## config.mk

```make
export PLATFORM = sky130hd
export DESIGN_NAME = edge_capture
export DESIGN_NICKNAME = d
export VERILOG_FILES = /design/src/rtl/edge_pkg.sv /design/src/rtl/edge_capture_sync.sv /design/src/rtl/edge_capture.sv
export SDC_FILE = /design/constraint.sdc
export NUM_CORES = 1
export LEC_CHECK = 0
export CORE_AREA = 2 2 89 91
export CTS_BUF_LIST = sky130_fd_sc_hd__clkbuf_4
export CTS_CLUSTER_SIZE = 12
export DETAILED_ROUTE_END_ITERATION = 12
export DIE_AREA = 0 0 91 93
export GPL_TIMING_DRIVEN = 0
export SKIP_CTS_REPAIR_TIMING = 1
export SLEW_MARGIN = 40
export SYNTH_ARGS = -nofsm -noshare
export SYNTH_HDL_FRONTEND = slang
export SYNTH_SLANG_ARGS = --single-unit
```

## constraint.sdc

```tcl
create_clock -name clk -period 1.5 [get_ports clk]
set_input_delay 0.225 -clock clk [delete_from_list [all_inputs] [get_ports clk]]
set_output_delay 0.225 -clock clk [all_outputs]
set_load 0.05 [all_outputs]
```

## src/rtl/edge_pkg.sv

```systemverilog
// Shared detect-mode encodings and the edge-qualification helper for edge_capture.
package edge_pkg;

  typedef enum logic [1:0] {
    MODE_RISE = 2'b00,
    MODE_FALL = 2'b01,
    MODE_BOTH = 2'b10,
    MODE_OFF  = 2'b11
  } mode_e;

  // True when the transition prev -> cur is one the selected mode reports.
  function automatic logic edge_hit(input logic [1:0] mode, input logic cur, input logic prev);
    logic hit;
    case (mode_e'(mode))
      MODE_RISE: hit = cur & ~prev;
      MODE_FALL: hit = ~cur & prev;
      MODE_BOTH: hit = cur ^ prev;
      default:   hit = 1'b0;
    endcase
    return hit;
  endfunction

endpackage

```

## src/rtl/edge_capture_sync.sv

```systemverilog
// Single-bit multi-flop synchroniser for one asynchronous channel input.
module sync_chain #(
  parameter int STAGES = 2
) (
  input  logic clk,
  input  logic rst,
  input  logic i_d,
  output logic o_q
);

  logic [STAGES-1:0] r_sync;

  always_ff @(posedge clk or negedge rst) begin
    if (!rst) begin
      r_sync <= '0;
    end else begin
      r_sync <= {r_sync[STAGES-2:0], i_d};
    end
  end

  assign o_q = r_sync[STAGES-1];

endmodule

```

## src/rtl/edge_capture.sv

```systemverilog
// Multi-channel edge detector with per-channel sticky flags, saturating event
// counters, a selectable counter readout and a masked interrupt.
module edge_capture
  import edge_pkg::*;
#(
  parameter int WIDTH       = 4,
  parameter int SYNC_STAGES = 2,
  parameter int CNT_W       = 8,
  localparam int SEL_W      = (WIDTH > 1) ? $clog2(WIDTH) : 1
) (
  input  logic             clk,
  input  logic             rst,
  input  logic [WIDTH-1:0] signal,
  input  logic [1:0]       mode,
  input  logic [WIDTH-1:0] clr,
  input  logic [WIDTH-1:0] irq_en,
  input  logic [SEL_W-1:0] cnt_sel,
  output logic [WIDTH-1:0] pulse,
  output logic [WIDTH-1:0] sticky,
  output logic [CNT_W-1:0] cnt_out,
  output logic             irq
);

  localparam int WARM_W = $clog2(SYNC_STAGES + 2);
  localparam logic [WARM_W-1:0] WARM_INIT = WARM_W'(SYNC_STAGES + 1);
  localparam logic [CNT_W-1:0]  CNT_MAX   = '1;

  logic [WIDTH-1:0]  w_sync;
  logic [WIDTH-1:0]  w_det;
  logic              w_armed;
  logic [CNT_W-1:0]  w_cnt [WIDTH];

  logic [WARM_W-1:0] r_warm;
  logic [WIDTH-1:0]  r_hist;
  logic [WIDTH-1:0]  r_pulse;
  logic [WIDTH-1:0]  r_sticky;
  logic              r_irq;

  genvar gi;
  generate
    for (gi = 0; gi < WIDTH; gi++) begin : g_ch
      logic [CNT_W-1:0] r_cnt;

      sync_chain #(.STAGES(SYNC_STAGES)) u_sync (
        .clk (clk),
        .rst (rst),
        .i_d (signal[gi]),
        .o_q (w_sync[gi])
      );

      assign w_det[gi] = w_armed & edge_hit(mode, w_sync[gi], r_hist[gi]);

      // A clear that coincides with a strobe keeps that event: load 1, not 0.
      always_ff @(posedge clk or negedge rst) begin
        if (!rst) begin
          r_cnt <= '0;
        end else if (clr[gi]) begin
          r_cnt <= {{(CNT_W-1){1'b0}}, r_pulse[gi]};
        end else if (r_pulse[gi] && (r_cnt != CNT_MAX)) begin
          r_cnt <= r_cnt + 1'b1;
        end
      end

      assign w_cnt[gi] = r_cnt;
    end
  endgenerate

  assign w_armed = (r_warm == '0);

  // Warm-up gives the history flops time to load the real input level.
  always_ff @(posedge clk or negedge rst) begin
    if (!rst) begin
      r_warm <= WARM_INIT;
    end else if (!w_armed) begin
      r_warm <= r_warm - 1'b1;
    end
  end

  always_ff @(posedge clk or negedge rst) begin
    if (!rst) begin
      r_hist   <= '0;
      r_pulse  <= '0;
      r_sticky <= '0;
      r_irq    <= 1'b0;
    end else begin
      r_hist   <= w_sync;
      r_pulse  <= w_det;
      r_sticky <= (r_sticky & ~clr) | r_pulse;
      r_irq    <= |(r_sticky & irq_en);
    end
  end

  always_comb begin
    cnt_out = '0;
    if (int'(cnt_sel) < WIDTH) begin
      cnt_out = w_cnt[cnt_sel];
    end
  end

  assign pulse  = r_pulse;
  assign sticky = r_sticky;
  assign irq    = r_irq;

endmodule

```

Yosys cells after proc, flatten, opt, wreduce, memory -nomap -nowiden
Cells that the tools add are included.
Storage, ports and cells
  bits in registers: 55
  bits in latches: 0
  bits in writable memories: 0
  memory bits (read-only): 0
  bits of input ports: 18
  output and inout bits: 17
  logic and storage cells: 80
  memories kept: 0
Cells by class
  $add $sub $neg: 5
  multipliers: 0
  divide/modulo/power cells: 0
  magnitude comparators: 1
  eq/ne operators: 6
  shift operators: 0
  mux-type cells: 15
  bitwise gates (word level): 29
  reductions and logical operators: 11
Operators by type and width (count)
  8-bit 2-to-1 mux: 10
  8-bit by 1-bit adder with 8-bit output, second input constant: 4
  8-bit inequality test, second input constant: 4
  8-bit binary-select mux with 2-bit select: 1
  1-bit AND: 12
  1-bit one-hot mux with 3 select lines: 4
  4-bit AND: 2
  1-bit inverter: 8
  2-bit nonzero test: 4
  1-bit logical AND: 4
  2-bit logical NOT: 2
  4-bit inverter: 1
  4-bit bitwise OR: 1
  4-bit OR reduction: 1
  1-bit bitwise XOR: 4
  3-bit >= comparator, second input constant: 1
  2-bit inverter with 3-bit output: 1
  2-bit by 1-bit == test with 1-bit output, second input constant: 1
  2-bit == test, second input constant: 1
  2-bit by 1-bit subtractor with 2-bit output, second input constant: 1

Longest topological paths before layout
Gate-level depths: netlist of the first run.
  word-level depth: 4
  depth in mapped cells: 5
  depth with buffers taken out: 5

By module
Synthesis of the first run repeated with hierarchy kept, for this count alone.
Second synthesis, totals
  cell total of the unflattened synthesis: 289
  area total of the unflattened synthesis: 3081.7 µm²
By module, submodules not included
  edge_capture: instances 1, cells each 281, area an instance 2881.5 µm², seq. area each 1178.6 µm²
  sync_chain: instances 4, cells each 2, area an instance 50.0 µm², seq. area each 50.0 µm²

Least setup slack after synthesis of the first run
Ideal clock, no wire load.
  path type: register -> register
  start point: register r_pulse[3] (netlist: pulse[3])
  end point: register g_ch[3].r_cnt[5]
  setup time: 0.128 ns
  arrival time: 1.535 ns
  setup slack: -0.163 ns
  stages on the path, launching flop included: 5
  path buffers: 1
  clock period less this slack: 1.663 ns
  cells stage by stage: dfrtp_1 -> buf_4 -> nand4_1 -> a211oi_2 -> mux2_1
On the way
  longest elaborated chain between the ends: 2
RTL lines
  start, declared: RTL line edge_capture.sv:35  | logic [WIDTH-1:0] r_pulse;
  start signal, assigned: RTL line edge_capture.sv:87  | r_pulse <= w_det;
  1-bit logical AND: RTL line edge_capture.sv:59  | end else if (r_pulse[gi] && (r_cnt != CNT_MAX)) begin
  2-bit nonzero test (no source line)
  end signal, assigned: RTL line edge_capture.sv:58  | r_cnt <= {{(CNT_W-1){1'b0}}, r_pulse[gi]};
  end signal, assigned: RTL line edge_capture.sv:60  | r_cnt <= r_cnt + 1'b1;
  end, declared: RTL line edge_capture.sv:42  | logic [CNT_W-1:0] r_cnt;
Every way passes these cells.
A chain may end at the register's enable or synchronous reset.

Worst setup path in the final report of the first run
  start point: register g_ch[1].r_cnt[0]
  end point: output cnt_out[0]
On the way
  longest elaborated chain between the ends: 3
RTL lines
  start, declared: RTL line edge_capture.sv:42
  start signal, assigned: RTL line edge_capture.sv:58
  start signal, assigned: RTL line edge_capture.sv:60
  8-bit binary-select mux with 2-bit select: RTL line edge_capture.sv:96  | cnt_out = w_cnt[cnt_sel];
  8-bit 2-to-1 mux (implied by the code) (2 in series): RTL line edge_capture.sv:96
  end, declared: RTL line edge_capture.sv:20  | output logic [CNT_W-1:0] cnt_out,
Every way passes these cells. The select of a mux whose other input is x is not followed.

==> flow_metrics.env, run 1 <==
export IMPL_status="finished with violations"
export IMPL_violations="setup timing"
export IMPL_synth_seq_cells=55
export IMPL_rsz0062_at_grt="true"
export IMPL_netlist_cell_type_count=45
export IMPL_vias=2363
export IMPL_cp_cell_sequence="mux4_2, buf_2"
export IMPL_drtAntennaViolNets=0
export IMPL_reg2reg_depth=5
export IMPL_grt_overflow=0
export IMPL_cp_required_ns=1.27
export IMPL_p_int_mw=1.975
export IMPL_dieArea_um2=8463
export IMPL_synthToLayoutAreaGrowth_pct=28.63
export IMPL_timing_hold_ws_ns=0.2247
export IMPL_start_util_pct=39.01
export IMPL_syn_nets=300
export IMPL_final_hold_violation_count=0
export IMPL_power_frac_comb_pct=18.9
export IMPL_gp_congestion=0.7275
export IMPL_stdcell_count=439
export IMPL_swShare_pct=30.59
export IMPL_slew_headroom_pct=65.76
export IMPL_finalMaxSlewViolations=0
export IMPL_cts_tree="done"
export IMPL_critPathTopFamily="flip-flops"
export IMPL_cp_start_kind="register"
export IMPL_dr_pass1_iters=5
export IMPL_cts_buffers_inserted=5
export IMPL_grt_max_degree=40
export IMPL_cts_root_buffer="clkbuf_4"
export IMPL_clockBufferDepth=2
export IMPL_grt_pass1_vias=2062
export IMPL_dp_cells=401
export IMPL_fin_skew_ns=0.01740
export IMPL_drive_gt1_share_pct=32.64
export IMPL_async_reset_ff_share_pct=100.0
export IMPL_die_h_um=93
export IMPL_power_density_nw_per_um2=753.3
export IMPL_hold_class="input pin to asynchronous set/reset pin"
export IMPL_power_switching_mw=0.8704
export IMPL_syn_inst=269
export IMPL_wl_um=6728
export IMPL_io_pins=35
export IMPL_fmax_ghz=0.5537
export IMPL_synth_avg_cell_area_um2=10.92
export IMPL_grt_pass1_wl_um=10610
export IMPL_synth_edf_count=0
export IMPL_post_route_period_util_pct=120.4
export IMPL_wl_per_cell_um=15.33
export IMPL_hpwl_um=4666
export IMPL_setup_ws_ns=-0.3061
export IMPL_core_area_um2=7527
export IMPL_tightest_slew_ns=0.5127
export IMPL_h_tree_depth=2
export IMPL_clk_pin_slew_ns=0.16
export IMPL_fillers=714
export IMPL_cp_num_cells=2
export IMPL_ys_seq_area_share_pct=46.95
export IMPL_p_leak_nw=1.730
export IMPL_synth_ff_type="dfrtp_1"
export IMPL_setup_violations=12
export IMPL_irDropWorstVdd_mv=0.2786
export IMPL_drt_initial_drc_count=96
export IMPL_vias_per_cell=5.383
export IMPL_clkPwrFrac_pct=23.1
export IMPL_insertion_delay_ns=0.38
export IMPL_end_kind="output port"
export IMPL_fp_dieW_um=91
export IMPL_crit_fanout=6
export IMPL_row_count=32
export IMPL_worstPathArrival_ns=1.58
export IMPL_portBuffers=29
export IMPL_syn_area_um2=2937
export IMPL_max_stage_delay_ns=0.49
export IMPL_yosys_warnings=0
export IMPL_drc=0
export IMPL_nets=367
export IMPL_grt_usage_pct=15.49
export IMPL_antenna_found_initial=0
export IMPL_min_period_ns=1.806
export IMPL_crit_slowest_cell="dfrtp_2"
export IMPL_pre_cts_slack_ns=-0.4903
export IMPL_critPathKind="register to output port"
export IMPL_critical_path_buf_inv_count=1
export IMPL_diodes=0
export IMPL_p_seq_share_pct=58.1
export IMPL_fin_util_pct=50.18
export IMPL_cts_num_sinks=55
export IMPL_cap_violations=0
## metal layers
| layer | up-vias | part of all wire [%] | GRT usage (%) |
|---|---|---|---|
| met2 | 43 | 49 | 25.37 |
| met4 | 0 | 1.0 | 4.167 |
| met3 | 5 | 3.0 | 2.740 |
| met5 | - | 0 | 0 |
| li1 | 1134 | - | - |
| met1 | 1181 | 47 | 21.36 |
## metrics by stage
step                area (um^2)  power [mW]  setup TNS, ns
floorplan                  2937       1.966       -0.02867
global placement           3354       2.167         -92.51
detailed placement         3372       2.187         -4.461
CTS                        3425       2.852         -10.57
global route               3777       2.990         -2.917
finish                     3777       2.845         -2.293
## area by class of cell
class / instances / area [um^2] / area share (%)
multi-input combinational: 187 / 1531 / 40.54
sequential: 55 / 1405 / 37.20
timing repair buffer: 61 / 539.3 / 14.28
tap: 102 / 127.6 / 3.379
inverter: 17 / 63.81 / 1.689
buffer: 9 / 57.56 / 1.524
clock buffer: 6 / 45.04 / 1.192
clock inverter: 2 / 7.507 / 0.1987
## cells in the mapped netlist, types with 2 or more instances
| cell type | n | area share (%) |
|---|---|---|
| a211oi_1 | 5 | 1.3 |
| mux2i_1 | 4 | 1.4 |
| inv_1 | 17 | 2.2 |
| a22oi_1 | 2 | 0.51 |
| a31oi_1 | 5 | 1.1 |
| and4b_1 | 3 | 1.0 |
| dfrtp_1 | 53 | 45 |
| mux4_2 | 7 | 5.4 |
| nor3b_1 | 2 | 0.51 |
| a21oi_1 | 24 | 4.1 |
| nand2b_1 | 4 | 0.85 |
| nand4_1 | 6 | 1.3 |
| buf_6 | 2 | 0.77 |
| buf_4 | 3 | 0.77 |
| and4_1 | 8 | 2.4 |
| mux2_2 | 2 | 0.77 |
| and2_1 | 2 | 0.43 |
| nand2_1 | 21 | 2.7 |
| o211a_1 | 2 | 0.68 |
| nor2b_1 | 7 | 1.5 |
| mux2_1 | 2 | 0.77 |
| a211o_1 | 5 | 1.5 |
| ha_1 | 13 | 5.5 |
| dfstp_2 | 2 | 1.8 |
| a21boi_2 | 2 | 0.77 |
| a21o_1 | 6 | 1.5 |
| nand3_1 | 6 | 1.0 |
| a21boi_0 | 7 | 1.8 |
| clkbuf_1 | 3 | 0.38 |
| and3_1 | 10 | 2.1 |
| o21ai_0 | 2 | 0.34 |
| nor2_1 | 9 | 1.2 |
| nor3_1 | 7 | 1.2 |
| a311oi_1 | 5 | 1.5 |
## state kept, by name, summed over array words and instances (netlist names)
| register | cells |
|---|---|
| r_hist | 4 |
| r_warm | 2 |
| g_ch.r_cnt | 32 |
| sticky | 4 |
| g_ch.u_sync.r_sync | 8 |
| irq | 1 |
| pulse | 4 |
## cells by family (layout without fill, tap and decap cells)
kind of cell,after synthesis,in the layout,synth area share (%)
AO/OA/AOI/OAI,67,67,15.76
AND/OR/NAND/NOR,89,89,17.38
buffers and inverters,27,95,4.388
adder cells (fa/ha/maj),13,13,5.539
multiplexers,17,17,9.672
flip-flops,55,55,46.95
XOR/XNOR,1,1,0.2983
## cell usage in the layout (no fill, tap or decap), types with 5 or more instances in the layout
cell | Yosys | routed
dfrtp_1 | 53 | 32
buf_4 | 3 | 31
nand2_1 | 21 | 21
a21oi_1 | 24 | 21
dfrtp_2 | 0 | 21
inv_1 | 17 | 17
buf_6 | 2 | 11
clkdlybuf4s50_1 | 0 | 11
nor2_1 | 9 | 9
ha_1 | 13 | 9
mux4_2 | 7 | 8
and3_1 | 10 | 8
nor2b_1 | 7 | 7
nor3_1 | 7 | 7
a21o_1 | 6 | 6
nand4_1 | 6 | 6
clkbuf_4 | 0 | 6
a21boi_0 | 7 | 5
a211o_1 | 5 | 5
a211oi_1 | 5 | 5
mux2_4 | 1 | 5
nand3_1 | 6 | 5
a31oi_1 | 5 | 5
clkbuf_2 | 0 | 5
## worst paths after layout
check / startpoint / endpoint / slack [ns]
min: rst / g_ch[0].r_cnt[6]$_DFFE_PN0P_ / 0.22
min in group clk: signal[3] / g_ch[3].u_sync.r_sync[0]$_DFF_PN0_ / 0.28
max: g_ch[1].r_cnt[0]$_DFFE_PN0P_ / cnt_out[0] / -0.31
min reg2reg: g_ch[1].u_sync.r_sync[0]$_DFF_PN0_ / g_ch[1].u_sync.r_sync[1]$_DFF_PN0_ / 0.37
max in group asynchronous: rst / r_warm[1]$_DFFE_PN1N_ / 0.72
max reg2reg: g_ch[3].r_cnt[1]$_DFFE_PN0P_ / g_ch[3].r_cnt[6]$_DFFE_PN0P_ / -0.13
## power groups by stage
stage / combinational, mW / clock [mW] / sequential, mW
finish: 0.537 / 0.656 / 1.65
global route: 0.585 / 0.734 / 1.67
CTS: 0.510 / 0.691 / 1.65
detailed placement: 0.508 / 0 / 1.68
global placement: 0.493 / 0 / 1.67
floorplan: 0.219 / 0 / 1.75
(Power assumes the default switching activity.)
==> run 2: changes to the inputs <==
==> constraint.sdc (replaced) <==
create_clock -name clk -period 1.5 [get_ports clk]
set_input_delay 0.3 -clock clk [delete_from_list [all_inputs] [get_ports clk]]
set_output_delay 0.3 -clock clk [all_outputs]
set_load 0.05 [all_outputs]
==> run 2 against run 1 <==
The flow still finishes with violations (setup timing). Combinational power grew 6.3%. Clock skew about the same. Register-to-register slack worse by 0.06 ns. Clock-buffer cell count is 1 lower. Clock power increased by 27%. Sequential power about the same. Power grew 7.0%. First-iteration DRC count increased by 33%. Maximum frequency decreased by 1.3%. Core utilization increased by 0.13 points. Final cell count fell by 1.1%.
==> flow_metrics.env, run 2 (synthesized netlist as in run 1, its figures left out) <==
export IMPL_status="finished with violations"
export IMPL_violations="setup timing"
export IMPL_fin_skew_ns=0.01746
export IMPL_reg2reg_slack_ns=-0.19
export IMPL_synthToLayoutAreaGrowth_pct=28.97
export IMPL_drtAntennaViolNets=0
export IMPL_cp_start_kind="register"
export IMPL_fmax_ghz=0.5465
export IMPL_min_path_cells=1
export IMPL_design_area_um2=3787
export IMPL_cts_num_sinks=55
export IMPL_fillers=729
export IMPL_fp_dieW_um=91
export IMPL_seqCellArea_um2=1405
export IMPL_grtUsageMet2_pct=27.10
export IMPL_critPathTopFamily="flip-flops"
export IMPL_setup_violations=13
export IMPL_largest_reg_flops=32
export IMPL_cts_buffers_inserted=5
export IMPL_hold_class="input pin to register"
export IMPL_multi_input_area_um2=1562
export IMPL_wl_um=6822
export IMPL_worstPathArrival_ns=1.53
export IMPL_critPathKind="register to output port"
export IMPL_clk_pin_slew_ns=0.17
export IMPL_grt_overflow=0
export IMPL_row_count=32
export IMPL_antenna_found_initial=0
export IMPL_tightest_slew_ns=0.4974
export IMPL_p_leak_nw=1.684
export IMPL_final_hold_violation_count=0
export IMPL_drt_initial_drc_count=128
export IMPL_final_cell_mix="dfrtp_1, buf_4, nand2_1, dfrtp_2, a21oi_1"
export IMPL_end_kind="output port"
export IMPL_start_util_pct=39.01
export IMPL_clockBufferDepth=2
export IMPL_busiest_layer="met2"
export IMPL_drc=0
export IMPL_timing_rr_end="g_ch[3].r_cnt[5]$_DFFE_PN0P_"
export IMPL_dieArea_um2=8463
export IMPL_setup_ws_ns=-0.3298
export IMPL_grt_use_met1_pct=21.27
export IMPL_r2r_start="g_ch[3].r_cnt[0]$_DFFE_PN0P_"
export IMPL_portBuffers=29
export IMPL_finalMaxSlewViolations=0
export IMPL_vias=2355
export IMPL_crit_fanout=6
export IMPL_hp_start="signal[0]"
export IMPL_cts_tree="done"
export IMPL_cts_root_buffer="clkbuf_4"
export IMPL_core_area_um2=7527
export IMPL_use_met3_pct=2.579
export IMPL_dr_pass1_iters=5
export IMPL_grt_usage_pct=16.01
export IMPL_irDropWorstVdd_mv=0.3526
export IMPL_cap_violations=0
export IMPL_h_tree_depth=2
export IMPL_critical_path_buf_inv_count=1
export IMPL_cp_cell_sequence="mux4_2, buf_6"
export IMPL_reg2reg_depth=5
export IMPL_vias_per_cell=5.426
export IMPL_final_common_cell="dfrtp_1"
export IMPL_grt_pass1_wl_um=10890
export IMPL_placedInstanceArea_um2=3374
export IMPL_drive_gt1_share_pct=34.04
export IMPL_insertion_delay_ns=0.38
export IMPL_cp_required_ns=1.20
export IMPL_max_stage_delay_ns=0.49
export IMPL_diodes=0
export IMPL_fin_util_pct=50.32
export IMPL_grt_max_degree=30
export IMPL_power_density_nw_per_um2=804.0
export IMPL_reg_largest_list="g_ch.r_cnt x32, g_ch.u_sync.r_sync x8"
export IMPL_grt_pass1_vias=2199
export IMPL_nets=362
export IMPL_min_period_ns=1.830
export IMPL_top_register="g_ch.r_cnt"
export IMPL_gp_congestion=0.7609
export IMPL_hpwl_um=4692
export IMPL_rsz0062_at_grt="true"
export IMPL_slew_headroom_pct=66.84
export IMPL_crit_slowest_cell="dfrtp_2"
export IMPL_io_pins=35
export IMPL_wl_per_cell_um=15.72
export IMPL_die_h_um=93
export IMPL_hold_end="g_ch[0].u_sync.r_sync[0]$_DFF_PN0_"
export IMPL_post_route_period_util_pct=122.0
[run 2: cell types whose count changed in the layout (fill, tap and decap cells not counted), sizes merged]
cell	delta
buf	-5
clkbuf	+3
dlymetal6s2s	-4
bufinv	+1
[run 2: worst max path at each step]
stage / start / endpoint / slack [ns] / cells past startpoint
6_report: g_ch[1].r_cnt[7]$_DFFE_PN0P_ / cnt_out[7] / -0.33 / 2
5_1_grt: g_ch[3].r_cnt[7]$_DFFE_PN0P_ / cnt_out[7] / -0.38 / 2
4_1_cts: g_ch[3].r_cnt[7]$_DFFE_PN0P_ / cnt_out[7] / -0.91 / 2
3_5_place_dp: cnt_sel[1] / cnt_out[1] / -0.54 / 3
3_3_place_gp: rst / pulse[3]$_DFF_PN0_ / -1.91 / 1
2_1_floorplan: g_ch[3].r_cnt[0]$_DFFE_PN0P_ / g_ch[3].r_cnt[5]$_DFFE_PN0P_ / -0.03 / 4
[run 2: through the flow]
step | worst slack, ns | hold WS [ns] | TNS (ns) | std cells | total power, mW
global placement | -1.910 | 0.3337 | -97.71 | 400 | 2.168
CTS | -0.9066 | -0.1955 | -11.95 | 409 | 3.014
floorplan | -0.02867 | 0.004409 | -0.02867 | 269 | 1.967
global route | -0.3753 | 0.3104 | -3.497 | 434 | 3.176
finish | -0.3298 | 0.3329 | -2.909 | 434 | 3.045
detailed placement | -0.5426 | 0.2437 | -5.417 | 401 | 2.184
[run 2: power by group]
part,switching (mW),internal [mW]
Clock,0.486,0.344
Sequential,0.0802,1.56
Combinational,0.335,0.236
[run 2: final cells by class]
cell class	instances	area share (%)
Sequential cell	55	37.10
Multi-Input combinational cell	187	41.23
Clock inverter	3	1.024
Inverter	17	1.685
Tap cell	102	3.370
Clock buffer	5	0.9911
Timing Repair Buffer	55	12.72
Buffer	10	1.883
[run 2: worst reg2reg max path: stages, from the launching register on]
cell and delay [ns]:
dfrtp_2 0.46, buf_6 0.14, ha_4 0.17, and3_2 0.25, a211oi_2 0.24, mux2_1 0.34
[run 2: layer usage]
| layer | routed length (um) | up-vias | share of wire [%] |
|---|---|---|---|
| met5 | 0 | - | 0 |
| met2 | 3355 | 47 | 49 |
| met4 | 87 | 0 | 1.3 |
| li1 | - | 1124 | - |
| met3 | 186 | 8 | 2.7 |
| met1 | 3193 | 1176 | 47 |
==> run 3: changes to the inputs <==
--- a/config.mk
+++ b/config.mk
@@ -11,6 +11,7 @@
 export DETAILED_ROUTE_END_ITERATION = 12
 export DIE_AREA = 0 0 91 93
 export GPL_TIMING_DRIVEN = 0
+export SETUP_SLACK_MARGIN = 0.05
 export SKIP_CTS_REPAIR_TIMING = 1
 export SLEW_MARGIN = 40
 export SYNTH_ARGS = -nofsm -noshare
==> run 3 against run 2 <==
The run still ends with setup timing left. Register-to-register slack better by 0.10 ns. Critical path depth stayed put. Highest routed layer unchanged. Sequential cell count stayed put. Sequential power hardly changed. Wire length is 1.7% higher. Critical path type unchanged. Maximum frequency is 0.69% lower. Global-route usage is 0.20 points lower. Clock power is 17% lower. Final cell count is 1.4% higher. Critical endpoint unchanged. Setup slack worse by 0.013 ns.
==> flow_metrics.env, run 3 (synthesized netlist as in run 1, its figures left out) <==
export IMPL_status="finished with violations"
export IMPL_violations="setup timing"
export IMPL_largest_reg_flops=32
export IMPL_cts_buffers_inserted=5
export IMPL_antenna_found_initial=0
export IMPL_die_h_um=93
export IMPL_fin_skew_ns=0.01300
export IMPL_setup_violations=12
export IMPL_grt_pass1_wl_um=10710
export IMPL_row_count=32
export IMPL_crit_fanout=6
export IMPL_drt_initial_drc_count=107
export IMPL_cap_violations=0
export IMPL_critPathKind="register to output port"
export IMPL_start_util_pct=39.01
export IMPL_drc=0
export IMPL_top_register="g_ch.r_cnt"
export IMPL_reg_largest_list="g_ch.r_cnt x32, g_ch.u_sync.r_sync x8"
export IMPL_rsz0062_at_grt="true"
export IMPL_gp_congestion=0.7517
export IMPL_diodes=0
export IMPL_clk_pin_slew_ns=0.16
export IMPL_placedInstanceArea_um2=3395
export IMPL_nets=368
export IMPL_p_leak_nw=1.705
export IMPL_worstPathArrival_ns=1.54
export IMPL_grt_max_degree=42
export IMPL_irDropWorstVdd_mv=0.3042
export IMPL_core_area_um2=7527
export IMPL_wl_per_cell_um=15.76
export IMPL_tightest_slew_ns=0.4499
export IMPL_finalMaxSlewViolations=0
export IMPL_reg2reg_depth=5
export IMPL_setup_ws_ns=-0.3426
export IMPL_design_area_um2=3806
export IMPL_portBuffers=29
export IMPL_grt_usage_pct=15.81
export IMPL_end_kind="output port"
export IMPL_clockBufferDepth=2
export IMPL_final_hold_violation_count=0
export IMPL_cp_required_ns=1.20
export IMPL_synthToLayoutAreaGrowth_pct=29.61
export IMPL_fmax_ghz=0.5427
export IMPL_wl_um=6935
export IMPL_fp_dieW_um=91
export IMPL_hpwl_um=4684
export IMPL_timing_hold_ws_ns=0.2844
export IMPL_drive_gt1_share_pct=35.21
export IMPL_grt_pass1_vias=2104
export IMPL_post_route_period_util_pct=122.8
export IMPL_fin_util_pct=50.57
export IMPL_setup_tns_final_ns=-2.764
export IMPL_hold_class="input pin to asynchronous set/reset pin"
export IMPL_dr_pass1_iters=4
export IMPL_grt_overflow=0
export IMPL_min_period_ns=1.843
export IMPL_final_common_cell="dfrtp_1"
export IMPL_dieArea_um2=8463
export IMPL_power_density_nw_per_um2=766.8
export IMPL_vias=2397
export IMPL_final_cell_mix="dfrtp_1, buf_4, nand2_1, a21oi_1, dfrtp_2"
export IMPL_h_tree_depth=2
export IMPL_slew_headroom_pct=70.01
export IMPL_drtAntennaViolNets=0
export IMPL_p_total_mw=2.919
export IMPL_cts_tree="done"
export IMPL_insertion_delay_ns=0.38
export IMPL_io_pins=35
export IMPL_cts_num_sinks=55
export IMPL_cp_start_kind="register"
export IMPL_cts_root_buffer="clkbuf_4"
export IMPL_vias_per_cell=5.448
-- run 3: final cells by class --
| cell class | count | area (um^2) |
|---|---|---|
| Multi-Input combinational cell | 187 | 1555 |
| Timing Repair Buffer | 61 | 519.2 |
| Tap cell | 102 | 127.6 |
| Sequential cell | 55 | 1403 |
| Clock inverter | 2 | 17.52 |
| Clock buffer | 6 | 45.04 |
| Buffer | 10 | 75.07 |
| Fill cell | 725 | 3721 |
| Inverter | 17 | 63.81 |
-- run 3: routing by layer --
| metal | GRT usage, % | part of all wire [%] | up-vias |
|---|---|---|---|
| met5 | 0 | 0 | - |
| met4 | 4.672 | 0.97 | 0 |
| met3 | 2.740 | 3.3 | 6 |
| met2 | 25.86 | 51 | 50 |
| met1 | 21.68 | 44 | 1204 |
| li1 | - | - | 1137 |
-- run 3: final timing paths --
kind,startpoint,end,slack (ns)
hold reg to reg,g_ch[1].u_sync.r_sync[0]$_DFF_PN0_,g_ch[1].u_sync.r_sync[1]$_DFF_PN0_,0.37
setup / recovery,g_ch[3].r_cnt[7]$_DFFE_PN0P_,cnt_out[7],-0.34
max in group asynchronous,rst,r_warm[1]$_DFFE_PN1N_,0.67
min in group clk,signal[0],g_ch[0].u_sync.r_sync[0]$_DFF_PN0_,0.33
hold / removal,rst,irq$_DFF_PN0_,0.28
setup reg to reg,g_ch[3].r_cnt[3]$_DFFE_PN0P_,g_ch[3].r_cnt[5]$_DFFE_PN0P_,-0.09
-- run 3: where the power goes --
group          total [mW]  leakage [nW]  internal, mW  switching (mW)
Sequential           1.64         0.683          1.56          0.0779
Combinational       0.585         0.987         0.246           0.340
Clock               0.691        0.0358         0.210           0.481
-- run 3: metrics by stage --
stage,cells,setup slack [ns]
global route,440,-0.3942
detailed placement,401,-0.5480
floorplan,269,0.006262
global placement,400,-1.917
CTS,409,-0.9202
finish,440,-0.3426
-- run 3: worst max-delay path, stage by stage (launching register included) --
cell     delay, ns
dfrtp_2       0.49
mux4_2        0.50
buf_6         0.17
